**config.mk**
```make
export PLATFORM = sky130hd
export DESIGN_NAME = pe_seq_ctrl_flat
export DESIGN_NICKNAME = d
export VERILOG_FILES = /design/src/rtl/pe_pkg.sv /design/src/rtl/pe_seq_ctrl_if.sv /design/src/rtl/pe_addr_gen.sv /design/src/rtl/pe_seq_ctrl.sv /design/src/flat_wrapper.sv
export SDC_FILE = /design/constraint.sdc
export NUM_CORES = 1
export LEC_CHECK = 0
export CAP_MARGIN = 10
export CELL_PAD_IN_SITES_DETAIL_PLACEMENT = 1
export CELL_PAD_IN_SITES_GLOBAL_PLACEMENT = 1
export CORE_ASPECT_RATIO = 0.5
export CORE_MARGIN = 2
export CORE_UTILIZATION = 29
export DETAILED_ROUTE_END_ITERATION = 10
export GPL_ROUTABILITY_DRIVEN = 0
export PLACE_DENSITY = 0.8
export SLEW_MARGIN = 20
export SYNTH_ARGS = -nofsm -noshare
export SYNTH_HDL_FRONTEND = slang
export SYNTH_SLANG_ARGS = --single-unit
```
**constraint.sdc**
```tcl
create_clock -name clk -period 2.5 [get_ports clk]
set_input_delay 0.25 -clock clk [delete_from_list [all_inputs] [get_ports clk]]
set_output_delay 0.25 -clock clk [all_outputs]
set_load 0.005 [all_outputs]
```
**src/rtl/pe_pkg.sv**
```systemverilog
// Shared types and default widths for the pe_seq_ctrl sequencer slice.
package pe_pkg;

    localparam int ADDR_W = 16;
    localparam int ITER_W = 8;
    localparam int RES_W  = 32;

    // Bit positions inside the PE control bus
    localparam int CTL_FIRST = 0;
    localparam int CTL_LAST  = 1;

    typedef enum logic [2:0] {
        IDLE,
        FETCH,
        RUN,
        DRAIN,
        DONE
    } state_e;

endpackage

```
**src/rtl/pe_seq_ctrl_if.sv**
```systemverilog
// Bus bundle between the sequencer and its instruction memory, SRAMs, PE
// and result buffer. Build option PE_SEQ_STALL_EN adds the stall input.
interface pe_seq_ctrl_if #(
    parameter int ADDR_W  = 16,
    parameter int INST_AW = 2,
    parameter int ITER_W  = 8,
    parameter int RES_W   = 32
);
    logic               start;
    logic [INST_AW:0]   cfg_num_inst;
    logic [ADDR_W-1:0]  cfg_neuron_base;
    logic [ADDR_W-1:0]  cfg_weight_base;
    logic               busy;
    logic               done;
    logic [INST_AW-1:0] inst_addr;
    logic [ITER_W-1:0]  inst_data;
    logic               mem_rd_en;
    logic [ADDR_W-1:0]  neuron_addr;
    logic [ADDR_W-1:0]  weight_addr;
    logic               pe_vld;
    logic [1:0]         pe_ctl;
    logic               pe_res_vld;
    logic [RES_W-1:0]   pe_result;
    logic               res_wr_en;
    logic [INST_AW-1:0] res_wr_addr;
    logic [RES_W-1:0]   res_wr_data;
`ifdef PE_SEQ_STALL_EN
    logic               stall;
`endif

    // Sequencer side
    modport master (
`ifdef PE_SEQ_STALL_EN
        input  stall,
`endif
        input  start, cfg_num_inst, cfg_neuron_base, cfg_weight_base,
        input  inst_data, pe_res_vld, pe_result,
        output busy, done, inst_addr, mem_rd_en, neuron_addr, weight_addr,
        output pe_vld, pe_ctl, res_wr_en, res_wr_addr, res_wr_data
    );

    // Environment side (memories, PE, host)
    modport slave (
`ifdef PE_SEQ_STALL_EN
        output stall,
`endif
        output start, cfg_num_inst, cfg_neuron_base, cfg_weight_base,
        output inst_data, pe_res_vld, pe_result,
        input  busy, done, inst_addr, mem_rd_en, neuron_addr, weight_addr,
        input  pe_vld, pe_ctl, res_wr_en, res_wr_addr, res_wr_data
    );

endinterface

```
**src/rtl/pe_addr_gen.sv**
```systemverilog
// Neuron/weight read address counters: load the bases on start, step on beat.
module pe_addr_gen #(
    parameter int ADDR_W = pe_pkg::ADDR_W
) (
    input  logic              clk,
    input  logic              rst_n,
    input  logic              load_i,
    input  logic              inc_i,
    input  logic [ADDR_W-1:0] nbase_i,
    input  logic [ADDR_W-1:0] wbase_i,
    output logic [ADDR_W-1:0] naddr_o,
    output logic [ADDR_W-1:0] waddr_o
);
    localparam logic [ADDR_W-1:0] ONE_A = 1;

    logic [ADDR_W-1:0] naddr_q, waddr_q;

    // Addresses run on across instructions and wrap naturally at 2^ADDR_W
    always_ff @(posedge clk or negedge rst_n) begin
        if (!rst_n) begin
            naddr_q <= '0;
            waddr_q <= '0;
        end else if (load_i) begin
            naddr_q <= nbase_i;
            waddr_q <= wbase_i;
        end else if (inc_i) begin
            naddr_q <= naddr_q + ONE_A;
            waddr_q <= waddr_q + ONE_A;
        end
    end

    assign naddr_o = naddr_q;
    assign waddr_o = waddr_q;

endmodule

```
**src/rtl/pe_seq_ctrl.sv**
```systemverilog
// Sequencer for the parallel_pe datapath: walks the instruction list, issues
// one SRAM read per beat (pe_vld/pe_ctl follow one cycle later, aligned with
// the read data) and collects PE results. Build option PE_SEQ_STALL_EN adds
// a stall input that suppresses beats while in RUN.
module pe_seq_ctrl #(
    parameter int ADDR_W  = pe_pkg::ADDR_W,
    parameter int INST_AW = 2,
    parameter int ITER_W  = pe_pkg::ITER_W,
    parameter int RES_W   = pe_pkg::RES_W
) (
    input  logic          clk,
    input  logic          rst_n,
    pe_seq_ctrl_if.master bus
);
    import pe_pkg::*;

    localparam logic [INST_AW:0]  ONE_I = 1;
    localparam logic [ITER_W-1:0] ONE_B = 1;

    state_e            state_q;
    logic [INST_AW:0]  num_q, idx_q, exp_q, res_cnt_q;
    logic [ITER_W-1:0] len_q, beat_q;
    logic              pe_vld_q, done_q;
    logic [1:0]        pe_ctl_q;
    logic              stall, busy, accept, fire, last_beat, last_inst;
    logic [RES_W-1:0]  res_data;

`ifdef PE_SEQ_STALL_EN
    assign stall = bus.stall;
`else
    assign stall = 1'b0;
`endif

    assign busy      = (state_q != IDLE);
    assign accept    = (state_q == IDLE) && bus.start;
    assign fire      = (state_q == RUN) && !stall;
    assign last_beat = (beat_q == len_q - ONE_B);
    assign last_inst = (idx_q == num_q - ONE_I);

    // Run state machine; pe_vld/pe_ctl registered so they line up with read data
    always_ff @(posedge clk or negedge rst_n) begin
        if (!rst_n) begin
            state_q   <= IDLE;
            num_q     <= '0;
            idx_q     <= '0;
            exp_q     <= '0;
            res_cnt_q <= '0;
            len_q     <= '0;
            beat_q    <= '0;
            pe_vld_q  <= 1'b0;
            pe_ctl_q  <= '0;
            done_q    <= 1'b0;
        end else begin
            done_q   <= 1'b0;
            pe_vld_q <= fire;
            pe_ctl_q <= '0;
            if (bus.pe_res_vld && busy) res_cnt_q <= res_cnt_q + ONE_I;
            case (state_q)
                IDLE: if (bus.start) begin
                    num_q     <= bus.cfg_num_inst;
                    idx_q     <= '0;
                    exp_q     <= '0;
                    res_cnt_q <= '0;
                    state_q   <= (bus.cfg_num_inst == '0) ? DONE : FETCH;
                end
                FETCH: begin
                    len_q  <= bus.inst_data;
                    beat_q <= '0;
                    if (bus.inst_data == '0) begin
                        // Empty instruction: no beats, no result expected
                        if (last_inst) state_q <= DRAIN;
                        else           idx_q   <= idx_q + ONE_I;
                    end else begin
                        exp_q   <= exp_q + ONE_I;
                        state_q <= RUN;
                    end
                end
                RUN: if (fire) begin
                    pe_ctl_q[CTL_FIRST] <= (beat_q == '0);
                    pe_ctl_q[CTL_LAST]  <= last_beat;
                    beat_q              <= beat_q + ONE_B;
                    if (last_beat) begin
                        if (last_inst) begin
                            state_q <= DRAIN;
                        end else begin
                            idx_q   <= idx_q + ONE_I;
                            state_q <= FETCH;
                        end
                    end
                end
                DRAIN: if (res_cnt_q == exp_q) state_q <= DONE;
                DONE: begin
                    done_q  <= 1'b1;
                    state_q <= IDLE;
                end
                default: state_q <= IDLE;
            endcase
        end
    end

    pe_addr_gen #(.ADDR_W(ADDR_W)) u_addr (
        .clk     (clk),
        .rst_n   (rst_n),
        .load_i  (accept),
        .inc_i   (fire),
        .nbase_i (bus.cfg_neuron_base),
        .wbase_i (bus.cfg_weight_base),
        .naddr_o (bus.neuron_addr),
        .waddr_o (bus.weight_addr)
    );

    // Results are only accepted while a run is in flight
    assign res_data        = bus.pe_result;
    assign bus.res_wr_en   = bus.pe_res_vld && busy;
    assign bus.res_wr_addr = res_cnt_q[INST_AW-1:0];
    assign bus.res_wr_data = bus.res_wr_en ? res_data : '0;

    assign bus.busy      = busy;
    assign bus.done      = done_q;
    assign bus.inst_addr = idx_q[INST_AW-1:0];
    assign bus.mem_rd_en = fire;
    assign bus.pe_vld    = pe_vld_q;
    assign bus.pe_ctl    = pe_ctl_q;

endmodule

```
**src/flat_wrapper.sv**
```systemverilog
// flat-port wrapper written by rule: the top's interface ports become plain ports
module pe_seq_ctrl_flat import pe_pkg::*;
#(
    parameter int ADDR_W  = pe_pkg::ADDR_W,
    parameter int INST_AW = 2,
    parameter int ITER_W  = pe_pkg::ITER_W,
    parameter int RES_W   = pe_pkg::RES_W
)
  (clk, rst_n, bus_start, bus_cfg_num_inst, bus_cfg_neuron_base, bus_cfg_weight_base, bus_inst_data, bus_pe_res_vld, bus_pe_result, bus_busy, bus_done, bus_inst_addr, bus_mem_rd_en, bus_neuron_addr, bus_weight_addr, bus_pe_vld, bus_pe_ctl, bus_res_wr_en, bus_res_wr_addr, bus_res_wr_data);
  pe_seq_ctrl_if #(.ADDR_W(ADDR_W), .INST_AW(INST_AW), .ITER_W(ITER_W), .RES_W(RES_W)) bus_i ();
  input  logic clk;
  input  logic rst_n;
  input wire logic [$bits(bus_i.start)-1:0] bus_start;
  input wire logic [$bits(bus_i.cfg_num_inst)-1:0] bus_cfg_num_inst;
  input wire logic [$bits(bus_i.cfg_neuron_base)-1:0] bus_cfg_neuron_base;
  input wire logic [$bits(bus_i.cfg_weight_base)-1:0] bus_cfg_weight_base;
  input wire logic [$bits(bus_i.inst_data)-1:0] bus_inst_data;
  input wire logic [$bits(bus_i.pe_res_vld)-1:0] bus_pe_res_vld;
  input wire logic [$bits(bus_i.pe_result)-1:0] bus_pe_result;
  output wire logic [$bits(bus_i.busy)-1:0] bus_busy;
  output wire logic [$bits(bus_i.done)-1:0] bus_done;
  output wire logic [$bits(bus_i.inst_addr)-1:0] bus_inst_addr;
  output wire logic [$bits(bus_i.mem_rd_en)-1:0] bus_mem_rd_en;
  output wire logic [$bits(bus_i.neuron_addr)-1:0] bus_neuron_addr;
  output wire logic [$bits(bus_i.weight_addr)-1:0] bus_weight_addr;
  output wire logic [$bits(bus_i.pe_vld)-1:0] bus_pe_vld;
  output wire logic [$bits(bus_i.pe_ctl)-1:0] bus_pe_ctl;
  output wire logic [$bits(bus_i.res_wr_en)-1:0] bus_res_wr_en;
  output wire logic [$bits(bus_i.res_wr_addr)-1:0] bus_res_wr_addr;
  output wire logic [$bits(bus_i.res_wr_data)-1:0] bus_res_wr_data;
  assign bus_i.start = bus_start;
  assign bus_i.cfg_num_inst = bus_cfg_num_inst;
  assign bus_i.cfg_neuron_base = bus_cfg_neuron_base;
  assign bus_i.cfg_weight_base = bus_cfg_weight_base;
  assign bus_i.inst_data = bus_inst_data;
  assign bus_i.pe_res_vld = bus_pe_res_vld;
  assign bus_i.pe_result = bus_pe_result;
  assign bus_busy = bus_i.busy;
  assign bus_done = bus_i.done;
  assign bus_inst_addr = bus_i.inst_addr;
  assign bus_mem_rd_en = bus_i.mem_rd_en;
  assign bus_neuron_addr = bus_i.neuron_addr;
  assign bus_weight_addr = bus_i.weight_addr;
  assign bus_pe_vld = bus_i.pe_vld;
  assign bus_pe_ctl = bus_i.pe_ctl;
  assign bus_res_wr_en = bus_i.res_wr_en;
  assign bus_res_wr_addr = bus_i.res_wr_addr;
  assign bus_res_wr_data = bus_i.res_wr_data;
  pe_seq_ctrl #(.ADDR_W(ADDR_W), .INST_AW(INST_AW), .ITER_W(ITER_W), .RES_W(RES_W)) u_core (.clk(clk), .rst_n(rst_n), .bus(bus_i));
endmodule
```
==> impl_metrics.json, run 1 <==
{
  "yosysUniqueCellTypes": 54,
  "status": "finished, violations left",
  "dpl.cell_count": 745,
  "place_ws_ps": -183,
  "cts_root_buf": "clkbuf_16",
  "violations": "negative setup slack",
  "clockBufferDepth": 2,
  "finalNonFillerCells": 763,
  "grt_pass1_wl_microns": 20200,
  "ys.flop_type": "dfrtp_1",
  "post-route-util_pct": 47.2,
  "ant_nets": 0,
  "drc": 0,
  "power_density_nw_per_um2": 1170,
  "synth_fp_nets": 521,
  "cts_tree": "done",
  "hpwlAfterDp_microns": 9030,
  "setup.worst_path.start_class": "register",
  "ys_ff_latch": 67,
  "drt_iter0_drc": 144,
  "clk_pin_slew_ps": 60,
  "cap_violations": 0,
  "critPathMaxFanout": 4,
  "num-nets-final": 677,
  "syn_to_final_growth_pct": 56.2,
  "avgSynthCellArea_sq_um": 8.98,
  "coreArea_sq_um": 12900,
  "drtPass1Iterations": 4,
  "finalCritPeriodShare_pct": 101,
  "drive_above_1_share_pct": 11.5,
  "r2r_setup_slack_ps": -20,
  "hold_path_class": "in2async",
  "wirelength_met1_microns": 5430,
  "die_y_microns": 85.9,
  "power_frac_comb_pct": 50.7,
  "grt_max_degree": 68,
  "required_ps": 2710,
  "setup_viol": 1,
  "endpoint_kind": "register",
  "overflow": 0,
  "io_buffer_count": 153,
  "fmax_ghz": 0.397,
  "die_x_microns": 168,
  "path_class": "reg2reg",
  "cts_sinks": 67,
  "top_layer_used": "met4",
  "finalHoldViolCount": 0,
  "syn_inst": 433,
  "setup_ws_ps": -19.2,
  "htreeDepth": 3,
  "wirelength_microns": 12700,
  "ys_seq_area_share_pct": 43.1,
  "wl_met3_microns": 686,
  "skew_ps": 6.74,
  "tns_ps": -19.2,
  "io_pins": 154,
  "whs_ps": 469,
  "antenna_found_initial": 0,
  "seqPwrFrac_pct": 31.2,
  "cell_internal_pwr_uw": 4350,
  "initial_core_util_pct": 30.2,
  "worst_ep_arrival_time_ps": 2730,
  "vias": 3765,
  "grtUsageTotal_pct": 17.5,
  "ir_drop_uv": 445,
  "route.detailed.wl_per_inst_microns": 16.6,
  "vias_per_cell": 4.93,
  "cts_inserted_buffers": 9,
  "grt_pass1_vias": 4106,
  "async_flop_share_pct": 100,
  "ys_warn_count": 0,
  "final_max_slew_viol_count": 0,
  "tightest_slew_ps": 463,
  "num_rows": 29,
  "synth_edf_count": 0,
  "p_leak_uw": 0.00254,
  "switching_share_pct": 38.6,
  "timing.final.crit_period_ps": 2520,
  "p_sw_uw": 2730,
  "clock_latency_ps": 330,
  "slew_headroom_pct": 69.2,
  "antennaDiodeCount": 0,
  "dieArea_sq_um": 14400,
  "syn_area_sq_um": 3890,
  "p_clk_share_pct": 18.1,
  "dr_wl_met2_microns": 6390
}
## final timing paths
check,startpoint,endpoint,cells after the start
worst max-delay path,u_core.len_q[0],u_core.idx_q[1],6
worst min-delay path,rst_n,u_core.u_addr.naddr_o[14],3
worst max register to register,u_core.len_q[0],u_core.idx_q[1],6
worst min register to register,u_core.num_q[2],u_core.num_q[2],2
max in group asynchronous,rst_n,u_core.beat_q[5],3
min in group clk,bus_cfg_neuron_base[14],u_core.u_addr.naddr_o[14],3
## power groups by stage
stage / Clock [uW] / Combinational, uW / Sequential, uW
floorplan: 0 / 1840 / 2030
global placement: 0 / 3250 / 2160
detailed placement: 0 / 3350 / 2180
finish: 1280 / 3590 / 2210
global route: 1350 / 3950 / 2300
CTS: 1310 / 3430 / 2180
## repair_timing
action / in CTS / in global routing
setup buffers: 2 / 0
resized for setup: 4 / 24
endpoints found under the setup margin: 5 / 39
gates cloned: 0 / 0
pin swaps: 4 / 4
hold buffers: 1 / 0
endpoints found under the hold margin: 67 / 0
## cell type report
type                    instances  area (sq um)
fillers                      1471          6810
multi-input cells             326          2140
repair buffers                171          1690
flip-flops and latches         67          1680
clock buffers                  13           260
well taps                     170           213
inverters                      14          52.6
clock inverters                 2          35.0
## logic make-up (layout without fill, tap and decap cells)
group | count (synthesis) | after routing | synth area share [%]
AO/OA/AOI/OAI | 73 | 73 | 11.5
XOR/XNOR | 45 | 45 | 10.5
adder cells (fa/ha/maj) | 10 | 10 | 3.15
buffers and inverters | 40 | 200 | 4.67
flip-flops | 67 | 67 | 43.1
multiplexers | 7 | 7 | 1.99
AND/OR/NAND/NOR | 191 | 191 | 25.0
## per-layer routing
metal / vias up / GRT usage [%]
met3: 18 / 5.26
li1: 1813 / -
met1: 1843 / 20.4
met2: 91 / 31.4
met5: - / 0
met4: 0 / 5.30
## Yosys cell counts (all sizes together) (2+ instances only)
library cell	instances	area [sq um]
a211oi	3	22.5
a21oi	6	30.0
a221o	2	20.0
a22oi	2	15.0
a31oi	3	18.8
and2	3	18.8
and3	43	269
and4	3	26.3
buf	8	61.3
clkbuf	18	67.6
dfrtp	67	1680
ha	9	113
inv	13	48.8
mux2	6	67.6
nand2	69	259
nand2b	6	37.5
nand3	11	55.1
nand3b	2	15.0
nand4	4	25.0
nor2	23	86.3
nor3	9	45.0
nor3b	2	15.0
nor4	5	31.3
o21ai	44	220
o31ai	2	15.0
or3	2	12.5
or3b	2	17.5
or4	4	36.3
xnor2	17	149
xor2	27	236
## flip-flops by register name, summed over array words and instances (netlist names)
signal	flops
u_core.len_q	8
u_core.bus.done	1
u_core.u_addr.waddr_o	16
u_core.beat_q	8
u_core.bus.pe_ctl	2
u_core.num_q	3
u_core.res_cnt_q	3
u_core.u_addr.naddr_o	16
u_core.state_q	3
u_core.bus.pe_vld	1
u_core.exp_q	3
u_core.idx_q	3
## critical path, cell delays in order (launching register included)
cell	delay [ps]
dfrtp_1	420
or4_4	600
a2111oi_4	260
nor3_2	90
o41a_1	500
buf_4	180
o41ai_2	350
## cell usage in the layout (no fill, tap or decap), types with 4 or more instances in the layout
cell type	netlist	layout
nor2_1	23	21
clkbuf_16	0	9
mux2_2	6	6
xor2_1	27	27
a21oi_1	6	5
nand3_1	11	11
and3_1	43	43
nand4_1	4	4
nor3_2	0	4
nand2_1	69	69
dfrtp_2	0	5
inv_1	13	11
ha_1	9	7
nand2b_1	6	6
nor3_1	9	5
clkdlybuf4s50_1	0	152
xnor2_1	17	16
dfrtp_1	67	62
buf_4	4	15
o21ai_0	44	42
## metrics by stage
step,power (uW),cell area [sq um]
3_3_place_gp,5410,5640
2_1_floorplan,3870,3890
6_report,7080,6070
3_5_place_dp,5520,5640
4_1_cts,6920,5970
5_1_grt,7600,6070
(Power assumes the default switching activity.)
==> inputs of run 2 (changes only) <==
CORE_ASPECT_RATIO = default   (was 0.5)
==> impl_metrics.json, run 2 (same netlist as run 1, synthesis figures left out) <==
{
  "status": "finished, violations left",
  "violations": "negative hold slack",
  "slew_headroom_pct": 51.8,
  "finalHoldViolCount": 28,
  "grt_pass1_wl_microns": 20600,
  "place_ws_ps": -324,
  "dpl.cell_count": 753,
  "critPathMaxFanout": 7,
  "setup_ws_ps": 26.9,
  "drt_iter0_drc": 124,
  "fillers": 1526,
  "dieArea_sq_um": 14400,
  "cts_sinks": 67,
  "setup_viol": 0,
  "wirelength_met1_microns": 5040,
  "clock_latency_ps": 330,
  "io_buffer_count": 153,
  "cell_internal_pwr_uw": 4210,
  "clk_pin_slew_ps": 60,
  "startpoint": "u_core.len_q[3]",
  "seqPwrFrac_pct": 32.0,
  "io_pins": 154,
  "syn_to_final_growth_pct": 55.8,
  "top_layer_used": "met4",
  "dr_wl_met2_microns": 6380,
  "wl_met3_microns": 925,
  "cap_violations": 0,
  "initial_core_util_pct": 29.5,
  "ctsHoldBuffers": 0,
  "timing.final.crit_period_ps": 2470,
  "mostFrequentLayoutCell": "clkdlybuf4s50_1",
  "wirelength_microns": 12600,
  "antennaDiodeCount": 0,
  "grt_max_degree": 40,
  "die_y_microns": 120,
  "num-nets-final": 683,
  "clockBufferDepth": 2,
  "drive_above_1_share_pct": 11.5,
  "drc": 0,
  "cts_inserted_buffers": 9,
  "p_sw_uw": 2670,
  "num_rows": 42,
  "fmax_ghz": 0.404,
  "multi_input_area_sq_um": 2120,
  "cts_root_buf": "clkbuf_16",
  "worst_ep_arrival_time_ps": 2730,
  "hpwlAfterDp_microns": 9450,
  "grt_pass1_vias": 4228,
  "ant_nets": 0,
  "hold_path_class": "in2async",
  "route.detailed.wl_per_inst_microns": 16.2,
  "final_max_slew_viol_count": 0,
  "htreeDepth": 3,
  "required_ps": 2760,
  "vias": 3817,
  "antenna_found_initial": 0,
  "coreArea_sq_um": 13200,
  "whs_ps": -17.7,
  "overflow": 0,
  "finalNonFillerCells": 775,
  "endpoint_kind": "register",
  "p_clk_share_pct": 16.5,
  "power_density_nw_per_um2": 1140,
  "die_x_microns": 120,
  "switching_share_pct": 38.8,
  "tightest_slew_ps": 723,
  "r2r_start": "u_core.len_q[3]",
  "finalCritPeriodShare_pct": 98.9,
  "path_class": "reg2reg",
  "drtPass1Iterations": 4,
  "mostFrequentLayoutCells": "152 x clkdlybuf4s50_1, 69 x nand2_1, 63 x dfrtp_1",
  "vias_per_cell": 4.93,
  "p_leak_uw": 0.00255,
  "rsz0062_at_grt": "yes",
  "setup.worst_path.start_class": "register",
  "ir_drop_uv": 316,
  "power_frac_comb_pct": 51.5,
  "skew_ps": 11.1,
  "cts_tree": "done",
  "seq_area_sq_um": 1680,
  "grtUsageTotal_pct": 18.0
}
==> run 2: cell types whose count changed in the layout (fill, tap and decap cells not counted), sizes merged <==
| cell | change |
|---|---|
| dlygate4sd3 | -1 |
| bufinv | -1 |
| clkbuf | -1 |
| clkinv | +2 |
| buf | +7 |
==> run 2: layout make-up <==
type	count	share of cell area, %
flip-flops and latches	67	27.8
repair buffers	177	28.4
clock buffers	12	4.07
clock inverters	3	0.248
inverters	14	0.868
multi-input cells	326	35.0
well taps	176	3.64
==> run 2: what timing repair did <==
item                                    CTS  global route
buffers inserted                          4             3
pin swaps                                 8             5
endpoints found under the setup margin    5            29
gates resized for setup                   7            15
==> run 2: through the flow <==
step	setup TNS [ps]	instance area, sq um	hold WS, ps	utilization [%]	power, uW
final	0	6060	-17.7	45.9	6880
after CTS	0	5980	4.09	45.3	6860
after detailed placement	-883	5650	355	42.8	5550
after global routing	-116	6060	34.1	45.9	7450
after floorplan	0	3890	-45.6	-	3870
after global placement	-462	5650	349	42.8	5360
==> run 2: worst paths after layout <==
path	depth (start not counted)	slack (ps)	endpoint
max	6	30	u_core.idx_q[2]
min	1	-20	u_core.u_addr.waddr_o[8]
max reg2reg	6	30	u_core.idx_q[2]
min reg2reg	2	530	u_core.num_q[2]
max in group asynchronous	2	1840	u_core.state_q[0]
min in group clk	3	470	u_core.u_addr.waddr_o[14]
==> run 2: metal layers <==
layer	track usage (%)	vias to the layer above
met3	5.85	20
met2	32.5	125
met5	0	-
li1	-	1821
met4	6.40	0
met1	19.7	1851
==> run 2: worst max-delay path: stages, from the launching register on <==
cell and delay [ps]:
dfrtp_1 400, or4_4 600, a2111oi_4 240, nor3_2 80, o41a_1 530, or3_1 420
a21oi_2 130
==> run 2: power by group through the flow <==
stage	clock [uW]	sequential [uW]	combinational (uW)
2_1_floorplan	0	2030	1840
3_3_place_gp	0	2150	3210
3_5_place_dp	0	2190	3360
4_1_cts	1170	2180	3510
5_1_grt	1220	2290	3940
6_report	1140	2200	3540
